`src/rtl/uart_pkg.sv`:
```
// Shared types and helpers for the room-terminal UART.
package uart_pkg;

  typedef enum logic [1:0] {
    PAR_NONE = 2'd0,
    PAR_ODD  = 2'd1,
    PAR_EVEN = 2'd2
  } parity_e;

  typedef enum logic [2:0] {
    IDLE  = 3'd0,
    START = 3'd1,
    DATA  = 3'd2,
    PAR   = 3'd3,
    STOP  = 3'd4
  } tx_state_e;

  // Clocks per bit, rounded to nearest; 1 in fast-simulation mode, 0 flags a bad baud.
  function automatic int unsigned calc_div(input longint unsigned clk_freq,
                                           input longint unsigned baud,
                                           input bit              sim_fast);
    longint unsigned q;
    if (sim_fast) return 1;
    if (baud == 0) return 0;
    q = (clk_freq + baud / 2) / baud;
    return 32'(q);
  endfunction

endpackage

```
`src/rtl/uart_tx_param_sync_fifo.sv`:
```
// Synchronous word FIFO with exact fill level; shared by the TX and RX paths.
module sync_fifo #(
  parameter int unsigned WIDTH = 8,
  parameter int unsigned DEPTH = 4
) (
  input  logic                       clk,
  input  logic                       rst,
  input  logic                       push,
  input  logic                       pop,
  input  logic [WIDTH-1:0]           din,
  output logic [WIDTH-1:0]           dout,
  output logic                       full,
  output logic                       empty,
  output logic [$clog2(DEPTH+1)-1:0] level
);

  localparam int unsigned AW = (DEPTH > 1) ? $clog2(DEPTH) : 1;
  localparam int unsigned LW = $clog2(DEPTH + 1);

  if (DEPTH < 2 || (DEPTH & (DEPTH - 1)) != 0) begin : g_bad_depth
    $error("sync_fifo: DEPTH must be a power of two and at least 2");
  end

  logic [WIDTH-1:0] mem [DEPTH];
  logic [AW-1:0]    wr_ptr;
  logic [AW-1:0]    rd_ptr;
  logic             do_push;
  logic             do_pop;
  logic [LW-1:0]    level_n;

  assign do_push = push & ~full;
  assign do_pop  = pop & ~empty;
  assign level_n = level + LW'(do_push) - LW'(do_pop);
  assign dout    = mem[rd_ptr];

  // Storage array; written only on an accepted push.
  always_ff @(posedge clk) begin
    if (!rst && do_push) mem[wr_ptr] <= din;
  end

  // Pointers wrap naturally since DEPTH is a power of two; flags are registered.
  always_ff @(posedge clk) begin
    if (rst) begin
      wr_ptr <= '0;
      rd_ptr <= '0;
      level  <= '0;
      full   <= 1'b0;
      empty  <= 1'b1;
    end else begin
      if (do_push) wr_ptr <= wr_ptr + AW'(1);
      if (do_pop)  rd_ptr <= rd_ptr + AW'(1);
      level <= level_n;
      full  <= (level_n == LW'(DEPTH));
      empty <= (level_n == '0);
    end
  end

endmodule

```
`src/rtl/uart_tx_param.sv`:
```
// Parametrised async transmitter: FIFO-buffered words out as back-to-back RS-232 frames.
module uart_tx_param
  import uart_pkg::*;
#(
  parameter int unsigned CLK_FREQ   = 50000000,
  parameter int unsigned BAUD       = 115200,
  parameter int unsigned SIM_FAST   = 0,
  parameter int unsigned DATA_BITS  = 8,
  parameter int unsigned PARITY     = 0,
  parameter int unsigned STOP_BITS  = 2,
  parameter int unsigned FIFO_DEPTH = 4
) (
  input  logic                            clk,
  input  logic                            rst,
  input  logic [DATA_BITS-1:0]            tx_data,
  input  logic                            tx_valid,
  output logic                            tx_ready,
  output logic                            txd,
  output logic                            tx_busy,
  output logic [$clog2(FIFO_DEPTH+1)-1:0] fifo_level
);

  localparam int unsigned DIV       = calc_div(CLK_FREQ, BAUD, SIM_FAST != 0);
  localparam int unsigned STOP_CLKS = STOP_BITS * DIV;
  localparam int unsigned CNT_W     = $clog2(STOP_CLKS + 2);
  localparam int unsigned IDX_W     = $clog2(DATA_BITS);
  localparam parity_e     PAR_MODE  = parity_e'(PARITY[1:0]);

  localparam logic [CNT_W-1:0] BIT_RELOAD  = CNT_W'(DIV - 1);
  localparam logic [CNT_W-1:0] STOP_RELOAD = CNT_W'(STOP_CLKS - 1);
  localparam logic [IDX_W-1:0] IDX_LAST    = IDX_W'(DATA_BITS - 1);

  if (DIV < 1) begin : g_bad_div
    $error("uart_tx_param: baud divisor evaluates below 1");
  end
  if (SIM_FAST > 1) begin : g_bad_fast
    $error("uart_tx_param: SIM_FAST must be 0 or 1");
  end
  if (DATA_BITS < 5 || DATA_BITS > 9) begin : g_bad_bits
    $error("uart_tx_param: DATA_BITS must be 5..9");
  end
  if (PARITY > 2) begin : g_bad_par
    $error("uart_tx_param: PARITY must be 0, 1 or 2");
  end
  if (STOP_BITS < 1 || STOP_BITS > 2) begin : g_bad_stop
    $error("uart_tx_param: STOP_BITS must be 1 or 2");
  end
  if (FIFO_DEPTH < 2 || (FIFO_DEPTH & (FIFO_DEPTH - 1)) != 0) begin : g_bad_depth
    $error("uart_tx_param: FIFO_DEPTH must be a power of two and at least 2");
  end

  tx_state_e            state;
  tx_state_e            state_n;
  logic [CNT_W-1:0]     cnt;
  logic [CNT_W-1:0]     cnt_n;
  logic [IDX_W-1:0]     idx;
  logic [IDX_W-1:0]     idx_n;
  logic [DATA_BITS-1:0] shift;
  logic [DATA_BITS-1:0] shift_n;
  logic                 par_bit;
  logic                 par_bit_n;
  logic                 txd_c;
  logic                 load_c;
  logic                 busy_c;

  logic                 fifo_full;
  logic                 fifo_empty;
  logic [DATA_BITS-1:0] fifo_dout;

  // Acceptance depends only on fill state, never on a same-cycle pop.
  assign tx_ready = ~fifo_full & ~rst;

  sync_fifo #(
    .WIDTH (DATA_BITS),
    .DEPTH (FIFO_DEPTH)
  ) u_fifo (
    .clk   (clk),
    .rst   (rst),
    .push  (tx_valid & tx_ready),
    .pop   (load_c),
    .din   (tx_data),
    .dout  (fifo_dout),
    .full  (fifo_full),
    .empty (fifo_empty),
    .level (fifo_level)
  );

  // Next-state, bit timing and line value for the current state.
  always_comb begin
    state_n   = state;
    cnt_n     = cnt;
    idx_n     = idx;
    shift_n   = shift;
    par_bit_n = par_bit;
    txd_c     = 1'b1;
    load_c    = 1'b0;

    case (state)
      IDLE: begin
        txd_c = 1'b1;
        if (!fifo_empty) load_c = 1'b1;
      end
      START: begin
        txd_c = 1'b0;
        if (cnt == '0) begin
          state_n = DATA;
          cnt_n   = BIT_RELOAD;
          idx_n   = '0;
        end else begin
          cnt_n = cnt - CNT_W'(1);
        end
      end
      DATA: begin
        txd_c = shift[0];
        if (cnt == '0) begin
          shift_n = shift >> 1;
          if (idx == IDX_LAST) begin
            if (PAR_MODE != PAR_NONE) begin
              state_n = PAR;
              cnt_n   = BIT_RELOAD;
            end else begin
              state_n = STOP;
              cnt_n   = STOP_RELOAD;
            end
          end else begin
            idx_n = idx + IDX_W'(1);
            cnt_n = BIT_RELOAD;
          end
        end else begin
          cnt_n = cnt - CNT_W'(1);
        end
      end
      PAR: begin
        txd_c = par_bit;
        if (cnt == '0) begin
          state_n = STOP;
          cnt_n   = STOP_RELOAD;
        end else begin
          cnt_n = cnt - CNT_W'(1);
        end
      end
      STOP: begin
        txd_c = 1'b1;
        if (cnt == '0) begin
          if (!fifo_empty) load_c  = 1'b1;
          else             state_n = IDLE;
        end else begin
          cnt_n = cnt - CNT_W'(1);
        end
      end
      default: begin
        state_n = IDLE;
      end
    endcase

    // Pop the head word straight into a new frame (from IDLE or the last stop clock).
    if (load_c) begin
      state_n   = START;
      cnt_n     = BIT_RELOAD;
      shift_n   = fifo_dout;
      par_bit_n = (PAR_MODE == PAR_EVEN) ? (^fifo_dout) : (~^fifo_dout);
    end

    busy_c = (state != IDLE) | (fifo_level != '0);
  end

  // State, counters and the registered line / busy outputs.
  always_ff @(posedge clk) begin
    if (rst) begin
      state   <= IDLE;
      cnt     <= '0;
      idx     <= '0;
      shift   <= '0;
      par_bit <= 1'b0;
      txd     <= 1'b1;
      tx_busy <= 1'b0;
    end else begin
      state   <= state_n;
      cnt     <= cnt_n;
      idx     <= idx_n;
      shift   <= shift_n;
      par_bit <= par_bit_n;
      txd     <= txd_c;
      tx_busy <= busy_c;
    end
  end

endmodule

```
`config.mk`:
```
export PLATFORM = sky130hd
export DESIGN_NAME = uart_tx_param
export DESIGN_NICKNAME = d
export VERILOG_FILES = /design/src/rtl/uart_pkg.sv /design/src/rtl/uart_tx_param_sync_fifo.sv /design/src/rtl/uart_tx_param.sv
export SDC_FILE = /design/constraint.sdc
export NUM_CORES = 1
export LEC_CHECK = 0
export BUFFER_PORTS_ARGS = -buffer_cell sky130_fd_sc_hd__buf_2
export CAP_MARGIN = 20
export CELL_PAD_IN_SITES_DETAIL_PLACEMENT = 0
export CELL_PAD_IN_SITES_GLOBAL_PLACEMENT = 1
export CORE_MARGIN = 2
export CORE_UTILIZATION = 32
export CTS_CLUSTER_DIAMETER = 30
export DETAILED_ROUTE_END_ITERATION = 10
export GPL_TIMING_DRIVEN = 0
export PLACE_DENSITY_LB_ADDON = 0.2
export SLEW_MARGIN = 0
export SYNTH_ARGS = -nofsm -noshare
export SYNTH_HDL_FRONTEND = slang
export SYNTH_HIERARCHICAL = 1
export SYNTH_SLANG_ARGS = --single-unit
```
`constraint.sdc`:
```
create_clock -name clk -period 8.98 [get_ports clk]
set_clock_uncertainty 0.05 [all_clocks]
set_input_delay 1.347 -clock clk [delete_from_list [all_inputs] [get_ports clk]]
set_output_delay 1.347 -clock clk [all_outputs]
set_load 0.03 [all_outputs]
```
==> impl_summary.md, run 1 <==
Run status
The flow ran to the end, and the final reports show no timing, DRC or antenna violations.

Timing
The final hold violation count is 0. Setup repair after global routing left no endpoint under its margin. The final worst-path cycle share is 0.396. The highest attainable clock frequency is 281 MHz. The max-slew violation count is 0.

The setup-violating endpoint count in the final report is 0. For the final routed database, the setup TNS stands at 0 ns. At the pin with the least slew margin, the transition time is 0.591 ns.

The relative slew slack is 0.603. The minimum clock period after layout is 3.56 ns.

CTS
TritonCTS created 9 clock buffers. The number of buffers on the longest clock path is 2. The hold-fix buffer count after cts is 0. The CTS tree is built. The number of levels in the clock H-tree is 3. The number of resized instances in the post-cts repair step is 0. The clock root buffer is clkbuf_8. After clock tree synthesis, the clock-pin slew on the worst setup and hold paths is 0.09 ns. The post-CTS setup buffer count is 0. The later-pin clock latency in the skew report is 0.35 ns. For this design, the sink count on the clock tree is 70.

Pwr
Internal power comes to 0.698 mW. The leakage component of the power is 1.30 nW. The cell area power density is 321 mW/mm^2. The worst supply voltage drop on vdd is 0.000143 V. Of the total power, the share spent switching nets is 0.420.

Summed over all nets, the switching power comes to 0.505 mW. The completed layout was analyzed and its total power is 1.20 mW. The sequential power share is 0.366. The share of total power dissipated in the clock network is 0.207. The share of total power dissipated in combinational logic is 0.427.

Min path
The worst min-delay path endpoint is idx[1]. The hold path startpoint is idx[1]. The tightest min-delay check is of the reg2reg type.

The worst hold path depth is 2.

Drt
After detailed routing, the number of vias per cell comes to 5.02. The first TritonRoute pass finished after 4 iterations. For this block, the initial DRC count from the detailed router was 120. The aggregate routed wire length is 7400 microns. Summing over every cut layer, the via total after detailed routing is 2343.

The detail route stage leaves a number of antenna-violating nets equal to 0. Dividing the detail-routed wire length by the instance count gives 15.8 microns. In the routed design, unresolved DRC markers number 0.

Finish
0 antenna diodes ended up in the layout. The final layout contains 347 nets. After routing the design area is 0.00375 sq mm. The commonest non-fill, non-tap cell in the layout is dfxtp_1. Leaving out filler cells and counting taps, the final layout contains 467. In the layout the commonest cells are dfxtp_1 (38), edfxtp_1 (32), nor2_1 (29). The synthesis-to-layout area growth is 13.2%.

The fraction of final layout cells sized beyond drive strength 1 is 0.166.

Worst setup path
The reg-to-reg critical path startpoint is cnt[8]. The critical path capture point type is a primary output. The worst setup path startpoint is rst. The cell type group with the largest total delay on the critical path is buffers and inverters. The slowest cell on the critical path is clkbuf_1. The delay of the slowest cell on the worst path is 0.38 ns. The critical path in this run is classified as in2out.

The capture point of the worst reg-to-reg path is u_fifo/empty. The critical path's most frequent cell is buf_2. The setup slack on the worst flop-to-flop path is 5.55 ns. The largest driver fanout on the critical path is 10.

The required time at the endpoint of the critical path is 7.58 ns. Data arrives at the worst endpoint at 2.16 ns. The worst register-to-register path has a depth of 12. The type of origin of the critical path is a primary input.

Walking the worst path, the cells encountered are buf_2, clkbuf_1, nor2_1, buf_2. The critical path contains buffers and inverters numbering 3 combined.

Die
The width of the die is 106 microns. The number of cell rows is 37. The boundary pin count is 17. The die covers 0.0112 sq mm. The vertical extent of the die is 106 microns. The initial core utilization is 0.325. The region available for standard cell placement spans 0.0102 sq mm.

Logic synthesis
The proportion of synthesized area in mux cells is 0.0725. The basic-gate share of the synthesized area counting and, or, nand and nor cells is 0.163. The number of different library cells used by synthesis comes to 56. Among all flip-flop cells after synthesis, the most frequent one is dfxtp_1. The number of synthesized flops with an enable pin is 32. The summed instance area of the synthesized netlist is 0.00331 sq mm. The area fraction in compound gates after synthesis is 0.130.

Yosys printed 6 warnings. The synthesized-area fraction occupied by xor and xnor cells is 0.0370. For this run, the register share of the synthesized area comes to 0.520. The post-synthesis async set-or-reset flop share is 0. The post-synthesis instance total is 299. The adder-cell area share of the yosys netlist is 0.0400. After synthesis the netlist holds a flip-flop and latch count of 70. The average instance area after synthesis is 11.1 sq um. The net count of the mapped netlist is 320. After synthesis, the largest family of logic cells by area is simple AND/OR/NAND/NOR gates.

Job
The reported max-cap violation count is 0.

Place
Once placement finished, the instance area stood at 0.00356 sq mm. Detailed placement ended at an HPWL of 5120 microns. Counting tap cells, the placed design contains a total of 451 instances.

During placement, the flow inserted port buffers numbering 16. The congestion estimate from routability-driven global placement came to 0.775.

GRT
For this run the aggregate overflow at the end of global routing stands at 0. The global-route usage over all layers is 0.144. The number of global-route vias before repair is 2376. The initial antenna violation count is 0.

The pin count of the biggest net entering global routing is 16. The global-route wire length before repair is 12400 microns.
==> per-stage QoR <==
step | hold slack [ns] | worst slack (ns) | utilization
floorplan | 0.382 | 5.14 | -
global placement | 0.396 | 5.06 | 0.350
detailed placement | 0.401 | 5.10 | 0.350
CTS | 0.414 | 5.41 | 0.368
global route | 0.445 | 5.27 | 0.368
finish | 0.413 | 5.42 | 0.368
==> cell families (layout without fill, tap and decap cells) <==
kind of cell / Yosys count / count (layout)
muxes: 14 / 14
adders and majority gates: 10 / 10
buffers and inverters: 28 / 60
and+or+nand+nor: 97 / 97
DFF: 70 / 70
xor gates and xnor gates: 14 / 14
AOI/OAI and AO/OA: 66 / 66
==> worst reg2reg max path: cells and delay by family (launching register included) <==
| family | cells | cell delay (ns) |
|---|---|---|
| buf+inv | 2 | 0.31 |
| simple gates | 3 | 1.00 |
| compound gates | 2 | 0.49 |
| flops | 1 | 0.38 |
| xor+xnor | 3 | 0.62 |
| fa+ha+maj | 2 | 0.53 |
==> final cells by class <==
class                      count  area [sq um]
buffer                        17          83.8
fill                        1056          6430
multi-input combinational    201          1470
clock buffer                   9           124
tap                          136           170
clock inverter                 7          62.6
sequential                    70          1720
inverter                      11          41.3
timing repair buffer          16          80.1
==> per-layer routing <==
layer / up-vias / GRT usage / share of wire
met5: - / 0 / 0
met3: 14 / 0.0315 / 0.031
met1: 1130 / 0.194 / 0.49
li1: 1163 / - / -
met4: 0 / 0.0602 / 0.022
met2: 36 / 0.224 / 0.45
==> power by group through the flow <==
stage / combinational [mW] / sequential [mW] / clock [mW]
6_report: 0.513 / 0.441 / 0.249
5_1_grt: 0.573 / 0.449 / 0.271
4_1_cts: 0.514 / 0.441 / 0.256
3_5_place_dp: 0.511 / 0.449 / 0
3_3_place_gp: 0.513 / 0.446 / 0
2_1_floorplan: 0.380 / 0.450 / 0
==> state kept, by name (all words and copies together) (netlist names), named ones only <==
register / flops
u_fifo/mem: 32
cnt: 10
shift: 8
idx: 3
state: 3
u_fifo/level: 3
u_fifo/rd_ptr: 2
u_fifo/wr_ptr: 2
par_bit: 1
tx_busy: 1
txd: 1
u_fifo/empty: 1
u_fifo/full: 1
==> synth_stat cells (3+ instances only) <==
master	number	area, sq um
dfxtp_1	38	761
edfxtp_1	32	961
nor2_1	29	109
a21oi_1	19	95.1
nand2_1	15	56.3
inv_1	11	41.3
xnor2_1	11	96.3
clkbuf_1	10	37.5
o21ai_0	10	50.1
ha_1	9	113
mux4_2	8	180
nand3_1	8	40.0
and2_1	6	37.5
mux2i_1	6	60.1
nor3_1	6	30.0
a22oi_1	5	37.5
a211o_1	4	35.0
a21o_1	4	30.0
a31oi_1	4	25.0
nor2b_1	4	25.0
nor4_1	4	25.0
o21ai_1	4	20.0
or4_1	4	30.0
buf_2	3	15.0
xor2_1	3	26.3
==> how the worst max path moves through the flow <==
stage                         endpoint  slack, ns  cells past startpoint
final                         tx_ready       5.42                      4
after global routing      u_fifo/empty       5.27                     13
after CTS                     tx_ready       5.41                      4
after detailed placement  u_fifo/empty       5.10                     13
after global placement    u_fifo/empty       5.06                     13
after floorplan           u_fifo/empty       5.14                     12
(Power assumes the default switching activity.)
==> run 2: changes to the inputs <==
==> constraint.sdc (replaced) <==
create_clock -name clk -period 2.9 [get_ports clk]
set_clock_uncertainty 0.05 [all_clocks]
set_input_delay 0.435 -clock clk [delete_from_list [all_inputs] [get_ports clk]]
set_output_delay 0.435 -clock clk [all_outputs]
set_load 0.03 [all_outputs]
==> run 2 against run 1 <==
  * Cell area grew 4.0%
  * Sequential cell count stayed put
  * Largest power group unchanged
  * Register-to-register slack got worse by 5.4 ns
  * Largest cell class unchanged
  * Final cell count up 1.5%
  * Routed wire length is 2.3% lower
  * Global-route usage down 0.77 points
  * Clock power grew to 3.0 times the previous value
  * Sequential share of layout area shrank 1.6 points
  * First-iteration DRC count decreased by 26%
==> impl_summary.md, run 2 (synthesis results as in run 1) <==
Run status
The flow ran to the end, and the final reports show no timing, DRC or antenna violations.

CTS
The later-pin clock latency in the skew report is 0.35 ns. The number of clock buffers added by TritonCTS is 9. The clock root buffer is clkbuf_8. The number of levels in the clock H-tree is 3. The clock edge transition at the registers on the reported setup and hold paths is 0.08 ns. In this run, post-CTS hold repair placed 0 buffers. The number of clock sinks is 70. In this run the deepest clock path goes through 2 buffers. TritonCTS built the clock tree.

Place
Prior to clock tree synthesis, the placed netlist has a worst setup slack of -0.471 ns. The instance area after placement is 0.00358 sq mm. The count of placed standard cells including taps is 451. The placer's final routability congestion estimate is 0.754. The count of buffers added on input and output ports is 16.

The sum of net half-perimeters after detailed placement is 5010 microns.

Pwr
The internal portion of the total power is 2.31 mW. The sequential power share is 0.357. The worst supply voltage drop on vdd is 0.000365 V.

The share of total power dissipated in the clock network is 0.190. The share of total power dissipated in combinational logic is 0.453. The net switching fraction of the power is 0.409. The analysis attributes to net switching a power of 1.60 mW.

The cell area power density is 1000 mW/mm^2. For this design the static power due to leakage is 1.35 nW.

Worst setup path
The largest single stage delay on the critical path is 0.37 ns. STA puts the critical path data required time at 3.09 ns. For the worst setup path, the data arrival time is 2.97 ns.

The signal on the critical path passes through nor4_4, nand3_2, a21o_4, inv_8, nor2b_4, xor2_1, ha_2, inv_1, fa_2, xor2_2, xnor2_2, a31o_1. Measured in cells, the most critical reg-to-reg path has a length of 12. Among all stages on the critical path, the largest delay is contributed by dfxtp_4. The capture point of the worst reg-to-reg path is u_fifo/empty.

The class of the most critical setup path is reg2reg. The worst setup path is launched from a flip-flop. The setup slack on the worst flop-to-flop path is 0.12 ns. Tracing the worst setup path back leads to its startpoint at cnt[8]. STA classifies the critical path endpoint as a flip-flop.

The worst setup path endpoint is u_fifo/empty. The reg-to-reg critical path startpoint is cnt[8]. The largest driver fanout on the critical path is 6.

Timing
The minimum clock period after layout is 2.78 ns. Setup violations remaining at the end of the flow were counted as 0. The max-slew violation count was 0. The setup total negative slack is 0 ns. Dividing the final minimum period by the clock period gives 0.958. The relative slew slack is 0.632. Based on the critical path, the design can be clocked at up to 360 MHz. The actual slew at the worst max-slew pin is 0.552 ns. The post-layout worst setup margin is 0.122 ns.

The final hold violation count is 0.

Finish
The synthesis-to-layout area growth is 17.7%. The register containing the most flip-flops in the final layout is u_fifo/mem. In the layout the commonest cells are dfxtp_1 (34), edfxtp_1 (32), nor2_1 (28).

The post-route non-filler standard cell count is 474. The fraction of final layout cells sized beyond drive strength 1 is 0.234. The number of flip-flops under the largest register name is 32. Summing all non-filler instances in the final layout gives an area of 0.00390 sq mm. Leaving out fill and tap cells, the most frequent cell in the layout is dfxtp_1.

The final core area utilization is 0.383. The number of antenna diodes in the final layout is 0. The net total in the final layout is 354. The largest registers in the layout are u_fifo/mem (32), cnt (10), shift (8).

GRT
The pin count of the biggest net entering global routing is 15. The initial antenna violation count came to 0. The global-route wire length before repair is 11800 microns. The global-route usage over all layers is 0.136. Summed over all layers, the global routing overflow is 0.

The number of global-route vias before repair is 2355.

Die
The die covers 0.0112 sq mm. The vertical extent of the die is 106 microns. The initialized floorplan defines 37 standard-cell rows. 17 I/O pins were placed.

The initial core utilization is 0.325. The die is 106 microns wide. The core region is 0.0102 sq mm.

Drt
Once detail routing completed, the nets flagged for antenna violations numbered 0. The average via count per standard cell is 5.09. Dividing the detail-routed wire length by the instance count gives 15.3 microns. Summed over all layers, the routed wires come to 7230 microns.

For this run, design rule violations remaining after detail routing come to 0. Before antenna repair, the detailed router went through 4 iterations. The count of vias placed by the detailed router is 2414.

After the first detailed-routing iteration, the DRC count stood at 89.

Min path
In this run the worst hold path is classified as in2reg.

Job
The reported max-cap violation count is 0.
-- run 2: routing by layer --
metal,vias up,wire length (microns),GRT usage
met3,10,240,0.0297
met5,-,0,0
met1,1189,3400,0.179
met4,0,125,0.0573
li1,1175,-,-
met2,40,3460,0.218
-- run 2: through the flow --
step / hold WS, ns / power [mW]
floorplan: 0.382 / 2.60
global placement: 0.395 / 2.99
detailed placement: 0.404 / 2.99
CTS: 0.232 / 3.84
global route: 0.236 / 4.16
finish: 0.251 / 3.91
-- run 2: cell type report --
class	instances	area [sq um]
Buffer	16	80.1
Clock buffer	9	124
Clock inverter	7	57.6
Fill cell	1045	6280
Inverter	11	48.8
Multi-Input combinational cell	201	1550
Sequential cell	70	1730
Tap cell	136	170
Timing Repair Buffer	24	140
-- run 2: power groups by stage --
stage	combinational, mW	sequential (mW)	clock (mW)
3_3_place_gp	1.60	1.39	0
6_report	1.77	1.39	0.743
5_1_grt	1.93	1.42	0.801
4_1_cts	1.68	1.39	0.775
2_1_floorplan	1.19	1.40	0
3_5_place_dp	1.59	1.39	0
-- run 2: how the worst min path moves through the flow --
stage                from                to  slack [ns]  cells after the start
6_report       tx_data[3]  u_fifo/mem[0][3]        0.25                      1
5_1_grt        tx_data[4]  u_fifo/mem[2][4]        0.24                      1
4_1_cts        tx_data[4]  u_fifo/mem[0][4]        0.23                      1
3_5_place_dp       idx[1]            idx[1]        0.40                      2
3_3_place_gp      par_bit           par_bit        0.39                      2
2_1_floorplan     par_bit           par_bit        0.38                      2
-- run 2: what timing repair did --
action                                  4_1_cts  5_1_grt
endpoints found under the setup margin        4        3
resized for setup                            12        9
buffers inserted                              2        6
pin swaps                                     4        4
-- run 2: worst max-delay path: cells and delay by family (launching register included) --
family                   cells  cell delay, ns
flip-flops                   1            0.37
AND/OR/NAND/NOR              3            0.63
AO/OA/AOI/OAI                2            0.48
buffers and inverters        2            0.11
XOR/XNOR                     3            0.51
adder cells (fa/ha/maj)      2            0.53
